--- src/rtl/disp_scheduler.sv ---
// Display scheduler: picks the digit word for the multiplexer from base content
// (with per-digit blinking) or an overlay that is held for a while after the
// request drops.
module disp_scheduler #(
  parameter int          HOLD_MS       = 2000,
  parameter int          BLINK_HALF_MS = 250,
  parameter logic [3:0]  BLANK_CODE    = 4'hF
) (
  input  logic        clk1KHz,
  input  logic        reset,
  input  logic [31:0] base_data,
  input  logic        ovl_req,
  input  logic [31:0] ovl_data,
  input  logic [7:0]  blink_en,
  output logic [31:0] all_data,
  output logic        ovl_active
);

  typedef enum logic [1:0] {
    ST_BASE,
    ST_OVERLAY,
    ST_HOLD
  } state_t;

  localparam logic [15:0] HOLD_LOAD  = 16'(HOLD_MS - 1);
  localparam logic [15:0] BLINK_LAST = 16'(BLINK_HALF_MS - 1);

  state_t      state_q, state_d;
  logic [15:0] hold_cnt_q, hold_cnt_d;
  logic [15:0] blink_cnt_q, blink_cnt_d;
  logic        phase_q, phase_d;        // 1 = blinking digits hidden
  logic [31:0] ovl_latch_q, ovl_latch_d;
  logic [31:0] all_data_q, all_data_d;
  logic        ovl_active_q, ovl_active_d;

  // Replace every blink-enabled digit with the blank code while hidden.
  function automatic logic [31:0] apply_blink(input logic [31:0] word,
                                              input logic [7:0]  mask,
                                              input logic        hidden);
    logic [31:0] res;
    res = word;
    for (int i = 0; i < 8; i++) begin
      if (hidden && mask[i]) res[i*4 +: 4] = BLANK_CODE;
    end
    return res;
  endfunction

  // Next-state logic for the overlay FSM and its hold counter.
  always_comb begin
    state_d    = state_q;
    hold_cnt_d = hold_cnt_q;
    case (state_q)
      ST_BASE: begin
        if (ovl_req) state_d = ST_OVERLAY;
      end
      ST_OVERLAY: begin
        if (!ovl_req) begin
          state_d    = ST_HOLD;
          hold_cnt_d = HOLD_LOAD;
        end
      end
      ST_HOLD: begin
        if (ovl_req) begin
          state_d = ST_OVERLAY;
        end else if (hold_cnt_q == 16'd0) begin
          state_d = ST_BASE;
        end else begin
          hold_cnt_d = hold_cnt_q - 16'd1;
        end
      end
      default: state_d = ST_BASE;
    endcase
  end

  // Blink half-period counter; parked at the start of a visible phase while no
  // digit blinks so a fresh mask always begins with a full visible period.
  always_comb begin
    blink_cnt_d = blink_cnt_q;
    phase_d     = phase_q;
    if (blink_en == 8'h00) begin
      blink_cnt_d = 16'd0;
      phase_d     = 1'b0;
    end else if (blink_cnt_q == BLINK_LAST) begin
      blink_cnt_d = 16'd0;
      phase_d     = ~phase_q;
    end else begin
      blink_cnt_d = blink_cnt_q + 16'd1;
    end
  end

  // Output word follows the state being entered on this edge, so the overlay
  // shows one edge after the request and the held word lasts exactly the hold
  // time; the latch only tracks ovl_data while it is actually being displayed.
  always_comb begin
    all_data_d   = apply_blink(base_data, blink_en, phase_q);
    ovl_active_d = 1'b0;
    ovl_latch_d  = ovl_latch_q;
    case (state_d)
      ST_OVERLAY: begin
        all_data_d   = ovl_data;
        ovl_active_d = 1'b1;
        ovl_latch_d  = ovl_data;
      end
      ST_HOLD: begin
        all_data_d   = ovl_latch_q;
        ovl_active_d = 1'b1;
      end
      default: ;
    endcase
  end

  // State, counters and registered outputs.
  always_ff @(posedge clk1KHz or posedge reset) begin
    if (reset) begin
      state_q      <= ST_BASE;
      hold_cnt_q   <= 16'd0;
      blink_cnt_q  <= 16'd0;
      phase_q      <= 1'b0;
      ovl_latch_q  <= 32'h0;
      all_data_q   <= 32'h0;
      ovl_active_q <= 1'b0;
    end else begin
      state_q      <= state_d;
      hold_cnt_q   <= hold_cnt_d;
      blink_cnt_q  <= blink_cnt_d;
      phase_q      <= phase_d;
      ovl_latch_q  <= ovl_latch_d;
      all_data_q   <= all_data_d;
      ovl_active_q <= ovl_active_d;
    end
  end

  assign all_data   = all_data_q;
  assign ovl_active = ovl_active_q;

endmodule

--- config.mk ---
export PLATFORM = sky130hd
export DESIGN_NAME = disp_scheduler
export DESIGN_NICKNAME = d
export VERILOG_FILES = /design/src/rtl/disp_scheduler.sv
export SDC_FILE = /design/constraint.sdc
export NUM_CORES = 1
export LEC_CHECK = 0
export ABC_AREA = 1
export CORE_MARGIN = 4
export CORE_UTILIZATION = 45
export CTS_CLUSTER_DIAMETER = 200
export DETAILED_ROUTE_END_ITERATION = 16
export PLACE_DENSITY = 0.8
export SYNTH_ARGS = -nofsm -noshare
export SYNTH_HDL_FRONTEND = slang
export SYNTH_SLANG_ARGS = --single-unit
export TNS_END_PERCENT = 30
--- constraint.sdc ---
create_clock -name clk1KHz -period 3.2 [get_ports clk1KHz]
set_input_delay 0.32 -clock clk1KHz [delete_from_list [all_inputs] [get_ports clk1KHz]]
set_output_delay 0.32 -clock clk1KHz [all_outputs]
set_load 0.01 [all_outputs]
# Word level (Yosys, flattened, before mapping)

Cells that the tools add are included.

Output and inout port bits: 33
Input port bits: 75
Register bits after elaboration: 100
Logic and storage cells: 56

Bitwise gates (word level): 1
Reduce and logical (&&, ||, !) cells: 15
Muxes and demuxes: 23
Add/sub/neg operators: 2
Equal/unequal tests: 8

Operator list:

| operator              | count |
|---|---|
| $mux 16               | 5 |
| $pmux 32 s2           | 1 |
| $mux 4                | 8 |
| $pmux 16 s2           | 1 |
| $add 16x1->16 const B | 1 |
| $eq 16x8->1 const B   | 1 |
| $logic_not 16->1      | 1 |
| $sub 16x1->16 const B | 1 |
| $logic_and 1x1->1     | 8 |
| $logic_not 8->1       | 1 |
| $mux 2                | 4 |
| $ne 2x2->1 const B    | 3 |
| $pmux 2 s3            | 1 |
| $eq 2x1->1 const B    | 2 |
| $eq 2x2->1 const B    | 2 |
| $reduce_and 4->1      | 1 |
| $reduce_bool 2->1     | 2 |
| $mux 1                | 3 |
| $logic_not 2->1       | 1 |
| $reduce_or 2->1       | 1 |
| $not 1->1             | 1 |

# Logic depth before layout (Yosys ltp)

Depth in word-level cells: 7
Mapped depth: 14
Mapped depth without buffers: 11

# Least setup slack after synthesis

No wires, ideal clock.

Kind: reg2reg
Start: reg hold_cnt_q[0]
End: reg all_data_q[15] (netlist: all_data[15])
Period minus slack after synthesis: 2.338 ns
Path buffers: 3
Arrival time: 2.256 ns
Setup time: 0.082 ns
Cell stages (with the launch flop): 15
Data required time: 3.118 ns
Path slack: 0.862 ns
Cells stage by stage: dfrtp_1 > inv_1 > ha_1 > nand2_2 > nor2_2 > nand2_2 > nand2_2 > nand2_2 > buf_4 > ha_1 > inv_1 > buf_2 > buf_1 > nor3_1 > a31oi_1

Longest elaborated chain between the ends: 6
Elaborated cells between the ends (all ways): 7
Those cells by class: eq/ne: 2; mux: 4; reduce/logical: 1

RTL lines:

| what                                            | RTL line | source |
|---|---|---|
| from (decl)                                     | 29       | `logic [15:0] hold_cnt_q, hold_cnt_d;` |
| from (signal assigned)                          | 124      | `hold_cnt_q <= hold_cnt_d;` |
| $logic_not 16->1 (*)                            | 65       | `end else if (hold_cnt_q == 16'd0) begin` |
| $mux 2 (*)                                      | 65       |  |
| $mux 2 (*)                                      | 63       | `if (ovl_req) begin` |
| $pmux 2 s3 (*)                                  | 52       | `case (state_q)` |
| named net state_d[1]                            | 28       | `state_t state_q, state_d;` |
| $eq 2x2->1 / $eq 2x1->1 (equally long branches) | 98       | `case (state_d)` |
| $pmux 32 s2 (*)                                 | 98       |  |
| named net all_data_d[15]                        | 33       | `logic [31:0] all_data_q, all_data_d;` |
| to (signal assigned)                            | 128      | `all_data_q <= all_data_d;` |
| to (decl)                                       | 33       |  |

The timed path passes the listed nets; every way through them passes the cells marked *.
A chain may end at the register's enable or synchronous reset.

# Final worst setup path

Start: reg hold_cnt_q[0]
End: reg all_data_q[15] (netlist: all_data[15])

Longest elaborated chain between the ends: 6
Elaborated cells between the ends (all ways): 7
Those cells by class: eq/ne: 2; mux: 4; reduce/logical: 1

RTL lines:

| what                                            | RTL line |
|---|---|
| $logic_not 16->1 (*)                            | 65 |
| $mux 2 (*)                                      | 65 |
| $mux 2 (*)                                      | 63 |
| $pmux 2 s3 (*)                                  | 52 |
| $eq 2x2->1 / $eq 2x1->1 (equally long branches) | 98 |
| $pmux 32 s2 (*)                                 | 98 |
| named net all_data_d[15]                        | 33 |

Marked as above.

==> metrics <==
Arrival @ worst endpoint 2.82 ns; CP Class reg -> reg; Area after DPL 6003 um^2; Hold Crit Class in -> async; VDD IR max 0.0003154 V; die width 110.8 um; wire per inst 14.17 um; worst r2r path cells 10; max-slew violation count 0; relative slew slack 66.30%; area share of xor/xnor cells in the synthesized design 1.474%; gr ovfl total 0; Critical path origin hold_cnt_q[0]; first-pass GRT wire length 20230 um; Max Freq 0.3959 GHz; post-synthesis simple-gate area fraction 26.01%; Clk pwr share 23.4%; pin count of the biggest net entering global routing 65; CTS Root Cell clkbuf_8; die span in y 110.8 um; CTS Buf Count 9; Syn Nets 675; GP Congestion 0.8852; library cells used by synthesis 27; sequential share of power 49.0%; sequential share of the synthesized area 52.65%; Clock Latency Late Sink 0.38 ns; Final Hold Viols 0; Leakage 0.002811 uW; Syn Inst Count 595; Critical Path Start Type register; setup TNS 0 ns; clk_skew 0.01344 ns; row cnt 37; setup bufs post-CTS 0; final net count 780; CTS Sinks 100; Period minus WS final 2.526 ns; H-tree depth 3; Int Pwr 2265 uW; Syn-to-layout area delta 30.32%; # resized after CTS 0; starting DRC count in detailed routing 257; Cells after DPL 825; syn_area_per_cell 7.989 um^2; Finished Layout Cells 841; YS warnings 0; antenna cells 0; Core ar. 10320 um^2; compound-cell area share of the yosys netlist 10.03%; Finished Cell Area 6195 um^2; # hold bufs at CTS 0; Clk pin slew, worst setup/hold paths 0.11 ns; switching power share of the total 33.49%; DR vias/cell 5.099; fin crit share 78.93%; run status completed; CP Capture Type register; Max clock buf depth 2; IO Port Bufs 107; final setup violation count 0; drt drc 0; combinational group share of total power 27.6%; DRT Pass-1 Iters 5; vias 4288; Pwr Density 549.7 nW/um^2; GR Util All Layers 20.14%; Adder-Cell Fraction of Synth Area 1.316%; total wire length 11920 um; WP data required 3.50 ns; Detail Route Antenna Nets 0; Top Ports 108; DP HPWL 8933 um; mux contribution to synthesized area 0%; beginning of the worst register-to-register path hold_cnt_q[0]; Initial Utilization 46.04%; area of the die 12270 um^2; CP Max Fanout 64; P_sw 1140 uW; Worst R2R Setup Slack 0.67 ns; CTS tree done; worst reg2reg path endpoint all_data[15]; Post-Syn Area 4753 um^2; largest family of logic cells by synthesized area simple AND/OR/NAND/NOR gates; layout cells sized above 1 5.532%; initial antenna violation count 0; RSZ-0062 raised after global routing no; vias in the first global route 4357; flop and latch count out of synthesis 100; maxcap violations 0; Worst-Margin Slew 0.5055 ns
## layer usage
| metal | vias up | track usage, % | wire length (um) |
|---|---|---|---|
| met5 | - | 0 | 0 |
| met3 | 17 | 6.659 | 923 |
| li1 | 2109 | - | - |
| met1 | 2016 | 25.17 | 5069 |
| met2 | 146 | 33.33 | 5737 |
| met4 | 0 | 5.993 | 186 |
## cells in the final DEF (no fill, tap or decap), types with 2 or more instances in the layout
master | Yosys | routed
clkdlybuf4s50_1 | 0 | 107
a21oi_1 | 5 | 5
a31oi_1 | 32 | 32
nand2_2 | 6 | 6
inv_1 | 82 | 80
nand3_1 | 28 | 28
nand2_1 | 152 | 152
o21ai_0 | 40 | 40
nor2_2 | 4 | 4
buf_12 | 0 | 3
ha_1 | 5 | 4
nand4_1 | 3 | 3
dfrtp_1 | 100 | 100
nor3_1 | 42 | 42
inv_6 | 0 | 2
clkbuf_8 | 0 | 10
nand3b_1 | 2 | 2
inv_8 | 0 | 2
nor2_1 | 53 | 53
buf_4 | 1 | 5
o21ai_1 | 7 | 7
xnor2_1 | 2 | 2
xor2_1 | 6 | 6
## cell usage after synthesis, drive strengths merged
library cell  number  area (um^2)
a31oi             32        200.2
and3               1        6.260
nand2            158        608.1
clkbuf             8        30.03
nand3b             2        15.01
a21oi              6        41.29
nor3b              1        7.510
xnor2              2        17.52
nand4              3        18.77
clkinv             1        3.750
dfrtp            100         2502
nor3              42        210.2
o21ai             47        235.2
xor2               6        52.55
inv               82        307.8
nand3             28        140.1
nor2              57        224.0
or2                1        6.260
buf               13        63.81
ha                 5        62.56
## stage by stage
step	util (%)	power (uW)	hold WS [ns]	setup slack, ns
floorplan	-	2182	0.4499	0.2612
global placement	58.15	2591	0.4799	0.7567
detailed placement	58.15	2630	0.4904	0.6586
CTS	60.00	3431	0.3462	0.6653
global route	60.00	3637	0.3828	0.4641
finish	60.00	3405	0.3313	0.6741
## logic make-up (layout without fill, tap and decap cells)
family                     Yosys count  count (layout)
xor gates and xnor gates             8               8
DFF                                100             100
adders and majority gates            5               5
buffers and inverters              104             214
AOI/OAI and AO/OA                   85              85
and+or+nand+nor                    293             293
## power groups by stage
stage               Clock, uW  Combinational, uW  Sequential [uW]
floorplan                   0                493             1690
global placement            0                911             1680
detailed placement          0                944             1690
CTS                       819                946             1670
global route              880               1060             1700
finish                    797                941             1670
## flip-flops by register name, summed over array words and instances (netlist names)
signal	cells
blink_cnt_q	16
ovl_active	1
phase_q	1
all_data	32
hold_cnt_q	16
ovl_latch_q	32
state_q	2
## final cells by class
type	instances	area, um^2
Clock inverter	6	53.80
Tap cell	136	170.2
Timing Repair Buffer	115	1169
Inverter	83	314.1
Multi-Input combinational cell	391	1848
Fill cell	888	4129
Sequential cell	100	2502
Clock buffer	10	137.6
## worst max-delay path, cell delays in order (launching register included)
cell	delay, ns
dfrtp_1	0.37
inv_1	0.12
ha_1	0.26
nand2_2	0.12
nor2_2	0.15
nand2_2	0.11
a21oi_4	0.42
ha_2	0.31
buf_12	0.24
nand2_1	0.12
a31oi_1	0.21
## how the worst max path moves through the flow
stage / endpoint / depth (start not counted)
after floorplan: all_data[0] / 1
after global placement: all_data[0] / 9
after detailed placement: all_data[9] / 9
after CTS: all_data[15] / 10
after global routing: all_data[8] / 10
final: all_data[15] / 10
No activity file was read; power rests on OpenSTA's default activity.
